[src/rtl/id_ex_stage.sv]
// ID/EX pipeline register: WB write-through bypass, load-use bubble insertion, flush/stall, bubble counter.
// Latency: 1 cycle ID -> EX; load_use_stall is combinational from current EX contents and ID specifiers.
// Backpressure: stall holds EX as-is; a load-use hazard asks upstream to hold via load_use_stall.
module id_ex_stage #(
    parameter int DATA_W     = 32,
    parameter int REG_ADDR_W = 5,
    parameter int CNT_W      = 16
) (
    input  logic                  clock_in,
    input  logic                  reset,
    input  logic                  stall,
    input  logic                  flush,
    input  logic                  id_valid,
    input  logic [DATA_W-1:0]     id_readData1,
    input  logic [DATA_W-1:0]     id_readData2,
    input  logic [REG_ADDR_W-1:0] id_rs,
    input  logic [REG_ADDR_W-1:0] id_rt,
    input  logic [REG_ADDR_W-1:0] id_rd,
    input  logic                  id_usesRt,
    input  logic [DATA_W-1:0]     id_imm,
    input  logic                  id_regWrite,
    input  logic                  id_memRead,
    input  logic                  id_memWrite,
    input  logic                  id_memToReg,
    input  logic                  id_aluSrc,
    input  logic                  id_regDst,
    input  logic [3:0]            id_aluOp,
    input  logic                  wb_regWrite,
    input  logic [REG_ADDR_W-1:0] wb_writeReg,
    input  logic [DATA_W-1:0]     wb_writeData,
    output logic                  ex_valid,
    output logic [DATA_W-1:0]     ex_readData1,
    output logic [DATA_W-1:0]     ex_readData2,
    output logic [REG_ADDR_W-1:0] ex_rs,
    output logic [REG_ADDR_W-1:0] ex_rt,
    output logic [REG_ADDR_W-1:0] ex_writeReg,
    output logic [DATA_W-1:0]     ex_imm,
    output logic                  ex_regWrite,
    output logic                  ex_memRead,
    output logic                  ex_memWrite,
    output logic                  ex_memToReg,
    output logic                  ex_aluSrc,
    output logic [3:0]            ex_aluOp,
    output logic                  load_use_stall,
    output logic [CNT_W-1:0]      bubble_count
);

    typedef struct packed {
        logic                  valid;
        logic [DATA_W-1:0]     readData1;
        logic [DATA_W-1:0]     readData2;
        logic [REG_ADDR_W-1:0] rs;
        logic [REG_ADDR_W-1:0] rt;
        logic [REG_ADDR_W-1:0] writeReg;
        logic [DATA_W-1:0]     imm;
        logic                  regWrite;
        logic                  memRead;
        logic                  memWrite;
        logic                  memToReg;
        logic                  aluSrc;
        logic [3:0]            aluOp;
    } exFields_t;

    exFields_t          exReg;
    exFields_t          idNext;
    logic [CNT_W-1:0]   bubbleCount;
    logic               hz;
    logic [DATA_W-1:0]  op1;
    logic [DATA_W-1:0]  op2;

    // The register file is written at the same edge we capture, so forward WB data here.
    always_comb begin
        op1 = id_readData1;
        op2 = id_readData2;
        if (id_rs == '0)
            op1 = '0;
        else if (wb_regWrite && (wb_writeReg == id_rs))
            op1 = wb_writeData;
        if (id_rt == '0)
            op2 = '0;
        else if (wb_regWrite && (wb_writeReg == id_rt))
            op2 = wb_writeData;
    end

    always_comb begin
        hz = id_valid && exReg.valid && exReg.memRead && (exReg.writeReg != '0) &&
             ((exReg.writeReg == id_rs) || (id_usesRt && (exReg.writeReg == id_rt)));
        load_use_stall = hz && !flush;
    end

    always_comb begin
        idNext           = '0;
        idNext.valid     = id_valid;
        idNext.readData1 = op1;
        idNext.readData2 = op2;
        idNext.rs        = id_rs;
        idNext.rt        = id_rt;
        idNext.writeReg  = id_regDst ? id_rd : id_rt;
        idNext.imm       = id_imm;
        idNext.regWrite  = id_regWrite && id_valid;
        idNext.memRead   = id_memRead  && id_valid;
        idNext.memWrite  = id_memWrite && id_valid;
        idNext.memToReg  = id_memToReg && id_valid;
        idNext.aluSrc    = id_aluSrc   && id_valid;
        idNext.aluOp     = id_valid ? id_aluOp : 4'h0;
    end

    // A bubble is the all-zero record: invalid, no control, cleared data.
    always_ff @(posedge clock_in or posedge reset) begin
        if (reset) begin
            exReg       <= '0;
            bubbleCount <= '0;
        end else if (flush) begin
            exReg <= '0;
        end else if (stall) begin
            exReg <= exReg;
        end else if (hz) begin
            exReg <= '0;
            if (bubbleCount != {CNT_W{1'b1}})
                bubbleCount <= bubbleCount + 1'b1;
        end else begin
            exReg <= idNext;
        end
    end

    assign ex_valid     = exReg.valid;
    assign ex_readData1 = exReg.readData1;
    assign ex_readData2 = exReg.readData2;
    assign ex_rs        = exReg.rs;
    assign ex_rt        = exReg.rt;
    assign ex_writeReg  = exReg.writeReg;
    assign ex_imm       = exReg.imm;
    assign ex_regWrite  = exReg.regWrite;
    assign ex_memRead   = exReg.memRead;
    assign ex_memWrite  = exReg.memWrite;
    assign ex_memToReg  = exReg.memToReg;
    assign ex_aluSrc    = exReg.aluSrc;
    assign ex_aluOp     = exReg.aluOp;
    assign bubble_count = bubbleCount;

endmodule

[config.mk]
export PLATFORM = sky130hd
export DESIGN_NAME = id_ex_stage
export DESIGN_NICKNAME = d
export VERILOG_FILES = /design/src/rtl/id_ex_stage.sv
export SDC_FILE = /design/constraint.sdc
export NUM_CORES = 1
export LEC_CHECK = 0
export CORE_MARGIN = 2
export CORE_UTILIZATION = 40
export DETAILED_ROUTE_END_ITERATION = 8
export PLACE_DENSITY = 0.8
export SYNTH_ARGS = -nofsm -noshare
export SYNTH_HDL_FRONTEND = slang
export SYNTH_SLANG_ARGS = --single-unit
export TNS_END_PERCENT = 100
[constraint.sdc]
create_clock -name clock_in -period 6.1 [get_ports clock_in]
set_input_delay 1.22 -clock clock_in [delete_from_list [all_inputs] [get_ports clock_in]]
set_output_delay 1.22 -clock clock_in [all_outputs]
set_load 0.005 [all_outputs]
Word-level counts from Yosys, hierarchy flattened
Index checks and enable logic that the tools add are counted.
Word-level totals
  output and inout bits: 138
  memory bits (read-only): 0
  bits in writable memories: 0
  logic and storage cells: 51
  bits of input ports: 165
  bits in latches: 0
  memories kept: 0
  bits in registers: 137
Cells by class
  equality and inequality tests: 6
  add/sub/neg operators: 1
  shift operators: 0
  bitwise operators: 2
  muxes and demuxes: 9
  reduce and logical (&&, ||, !) cells: 19
  $lt $le $gt $ge: 0
  $mul: 0
  divide/modulo/power cells: 0
Operator list (count)
  two-way mux 121 bit: 3
  two-way mux 32 bit: 4
  == test 5 bit: 4
  adder 16 x 1 -> 16 bit (second input constant): 1
  != test 16 bit (second input constant): 1
  logical AND 1 bit: 13
  zero test 5 bit: 2
  two-way mux 5 bit: 1
  nonzero test 5 bit: 1
  two-way mux 4 bit: 1
  AND reduction 4 bit: 1
  != test 2 x 1 -> 1 bit (second input constant): 1
  inverter 1 bit: 2
  zero test 1 bit: 1
  logical OR 1 bit: 1

Logic depth before layout (Yosys ltp)
  word-level depth: 7
  depth in mapped cells: 8
  gate-level depth less buffers: 7

Worst setup path after synthesis
No wires, ideal clock.
  path kind: input-to-output
  start: input port id_rs[4]
  end: output port load_use_stall
  slack: 2.857 ns
  data arrival time: 2.023 ns
  cell stages on the path: 5
  path buffers: 0
  path through: xnor2_1 > nand3_1 > o22ai_1 > nand2_1 > nor2_1
On the way
  word-level cells in the longest chain between the ends: 4
RTL lines
  from (decl): line 16  | input logic [REG_ADDR_W-1:0] id_rs,
  == test 5 bit: line 87  | ((exReg.writeReg == id_rs) || (id_usesRt && (exReg.writeReg == id_rt)));
  logical OR 1 bit: line 87
  logical AND 1 bit: line 86  | hz = id_valid && exReg.valid && exReg.memRead && (exReg.writeReg != '0) &&
  logical AND 1 bit: line 88  | load_use_stall = hz && !flush;
  to (decl): line 44  | output logic load_use_stall,
Every way passes these cells.

Worst setup path in the final report
  start: input port id_rt[4]
  end: output port load_use_stall
On the way
  word-level cells in the longest chain between the ends: 5
RTL lines
  from (decl): line 17  | input logic [REG_ADDR_W-1:0] id_rt,
  == test 5 bit: line 87
  logical AND 1 bit: line 87
  logical OR 1 bit: line 87
  logical AND 1 bit: line 86
  logical AND 1 bit: line 88
Every way passes these cells.

==> run_results.csv <==
group,metric,value,unit
yosys,synth_ff_type,"dfrtp_1",
status,status,"complete, no violations",
yosys,synth_nets,697,
drt,vias_per_cell,5.33,
yosys,yosysSeqAreaShare,57.0,%
yosys,syn_avg_cell_area,11.3,um2
yosys,netlist_area,6010,um2
yosys,ys_types,32,
grt,grt_usage,23.8,%
grt,grt_max_degree,122,
timing,tns,0,ns
clock_tree,cts_made_buffers,17,
grt,grt_overflow,0,
drt,drtIter0Drc,391,
clock_tree,clock_path_buffers,2,
job,drv_cap,0,
timing,period_share,76.8,%
layout,area_growth,62.1,%
yosys,synthArstFlopShare,100,%
grt,grt_pass1_wl,30100,um
timing,final-max-slew-violation-count,0,
clock_tree,clk_latency,0.42,ns
drt,finalWirelength,19200,um
timing,worst-slew-pin-transition,1.25,ns
setup_path,worstSetupStartpointType,"input port",
pwr,totalPowerFinal,0.00230,W
hold_path,hold_path_depth,2,
grt,grt_pass1_vias,5636,
layout,layout.nets,988,
setup_path,r2r_start,"ex_writeReg[0]$_DFFE_PP0P_",
floorplan,initial_core_util,41.2,%
yosys,synthCells,531,
floorplan,dieWidth,127,um
layout,n_antenna_cell,0,
pwr,p_leak,3.98,nW
clock_tree,cts_setup_buffers,0,
placed_design,place_area,9190,um2
pwr,vdd_drop_max,0.177,mV
yosys,yosysWarnings,0,
timing,period_minus_slack,4.68,ns
hold_path,hp-start,"ex_readData2[0]$_DFFE_PP0P_",
setup_path,rrSetupSlack,3.71,ns
placed_design,hpwl,14000,um
setup_path,reg2reg_to,"bubble_count[7]$_DFFE_PP0P_",
timing,finalHoldViolations,0,
floorplan,core.rowCount,44,
clock_tree,clockRootBuffer,"clkbuf_16",
drt,antenna_left,0,
yosys,synth-seq-cells,137,
floorplan,die_area,16000,um2
pwr,power_density,235,nW/um2
drt,vias,5432,
layout,layout-drive-gt1-share,5.87,%
clock_tree,clock_sinks,137,
setup_path,cp-end-kind,"output port",
grt,antenna_found_initial,0,
floorplan,ios,303,
floorplan,core_area,14600,um2
floorplan,die_height,127,um
setup_path,path_class,"in -> out",
hold_path,min_to,"ex_readData2[0]$_DFFE_PP0P_",
drt,wl_per_cell,18.9,um
setup_path,cp_max_fo,6,
timing,finalSetupViolCount,0,
setup_path,worstPathRequired,4.88,ns
clock_tree,clk_pin_slew_worst_paths,0.06,ns
hold_path,hold_path.class,"reg -> reg",
layout,final_area,9750,um2
timing,rsz0062_at_grt,"false",
yosys,synth_edf_count,0,
setup_path,worst_ep_arrival_time,3.46,ns
clock_tree,htreeDepth,4,
drt,drt-pass1-iter-count,4,
placed_design,gp_congestion,0.871,
drt,drcViolationCount,0,
clock_tree,ctsHoldBuffers,0,
clock_tree,cts_resized,0,
timing,fin_worst_skew,0.0124,ns
placed_design,portBuffers,302,
timing,relSlewSlack,16.6,%
clock_tree,cts_tree,"yes",
timing,clock.fmax,214,MHz
setup_path,reg2regPathDepth,6,
-- routing by layer --
layer | GRT usage, % | share of wire (%) | up-vias
met5 | 0 | 0 | -
met4 | 9.89 | 3.3 | 0
met3 | 6.41 | 7.8 | 39
met2 | 39.6 | 49 | 252
met1 | 29.5 | 40 | 2656
li1 | - | - | 2485
-- cell type report --
| type | instances | area, um2 |
|---|---|---|
| sequential | 137 | 3430 |
| timing repair buffer | 307 | 3060 |
| tap | 184 | 230 |
| fill | 1095 | 4840 |
| clock buffer | 18 | 429 |
| inverter | 3 | 16.3 |
| clock inverter | 14 | 125 |
| multi-input combinational | 356 | 2460 |
-- Yosys cell counts (all sizes together), types with 7 or more instances --
master,number,area share [%]
nor2,9,0.56
nand2,78,4.9
nor3,7,0.58
xnor2,17,2.6
nand4,7,0.73
mux2i,69,11
clkbuf,27,1.7
xor2,18,2.6
nand3,8,0.75
buf,8,0.65
o21ai,71,5.9
dfrtp,137,57
a32o,9,1.5
a22o,43,6.3
-- sequential cells by signal (all words and copies together), names as in the netlist --
name / count
ex_imm: 32
ex_memWrite: 1
ex_readData1: 32
ex_rt: 5
ex_aluOp: 4
ex_writeReg: 5
ex_readData2: 32
ex_memToReg: 1
ex_aluSrc: 1
ex_valid: 1
ex_memRead: 1
ex_rs: 5
ex_regWrite: 1
bubble_count: 16
-- placed cells by master, fill, tap and decap left out, types with 2 or more instances in the layout --
cell type / n
clkdlybuf4s50_1: 302
dfrtp_1: 137
nand2_1: 78
mux2i_1: 69
o21ai_1: 60
a22o_1: 43
xor2_1: 18
clkbuf_16: 17
xnor2_1: 16
nor2_1: 9
a32o_1: 9
o21ai_0: 9
nand4_1: 7
nand3_1: 7
nor3_1: 7
nor4_1: 6
clkinvlp_4: 6
buf_4: 5
inv_6: 3
clkinv_2: 3
or4_1: 2
o21ai_2: 2
and3_2: 2
inv_1: 2
clkinv_4: 2
-- worst max path at each step --
stage | start | end | slack (ns)
2_1_floorplan | reset | bubble_count[0]$_DFFE_PP0P_ | 1.21
3_3_place_gp | id_rs[4] | load_use_stall | 1.50
3_5_place_dp | id_rs[4] | load_use_stall | 1.44
4_1_cts | id_rs[4] | load_use_stall | 1.43
5_1_grt | id_rt[0] | load_use_stall | 1.30
6_report | id_rt[4] | load_use_stall | 1.42
-- through the flow --
stage | hold slack [ns] | worst slack, ns | instances | util (%)
after floorplan | 0.473 | 1.21 | 531 | -
after global placement | 0.464 | 1.50 | 987 | 63.0
after detailed placement | 0.469 | 1.44 | 987 | 63.0
after CTS | 0.486 | 1.43 | 1019 | 66.8
after global routing | 0.504 | 1.30 | 1019 | 66.8
final | 0.481 | 1.42 | 1019 | 66.8
-- report_power, final --
part	switching, W	internal [W]
Clock	0.000397	0.000561
Sequential	0.0000298	0.000955
Combinational	0.000137	0.000216
Total	0.000564	0.00173
-- cell families (layout without fill, tap and decap cells) --
logic type               Yosys count  count (layout)  synth area share [%]
flip-flops                       137             137                  57.0
AO/OA/AOI/OAI                    126             126                  14.0
AND/OR/NAND/NOR                  124             124                  9.30
multiplexers                      70              70                  11.7
buffers and inverters             38             342                  2.52
XOR/XNOR                          35              35                  5.22
adder cells (fa/ha/maj)            1               1                 0.208
-- critical path, cell delays in order --
cell and delay (ns):
clkdlybuf4s50_1 0.63, xnor2_1 0.16, nand4_1 0.10, o22ai_1 0.43
nand2_1 0.26, nor2_1 0.15, clkdlybuf4s50_1 0.51
(Power assumes the default switching activity.)
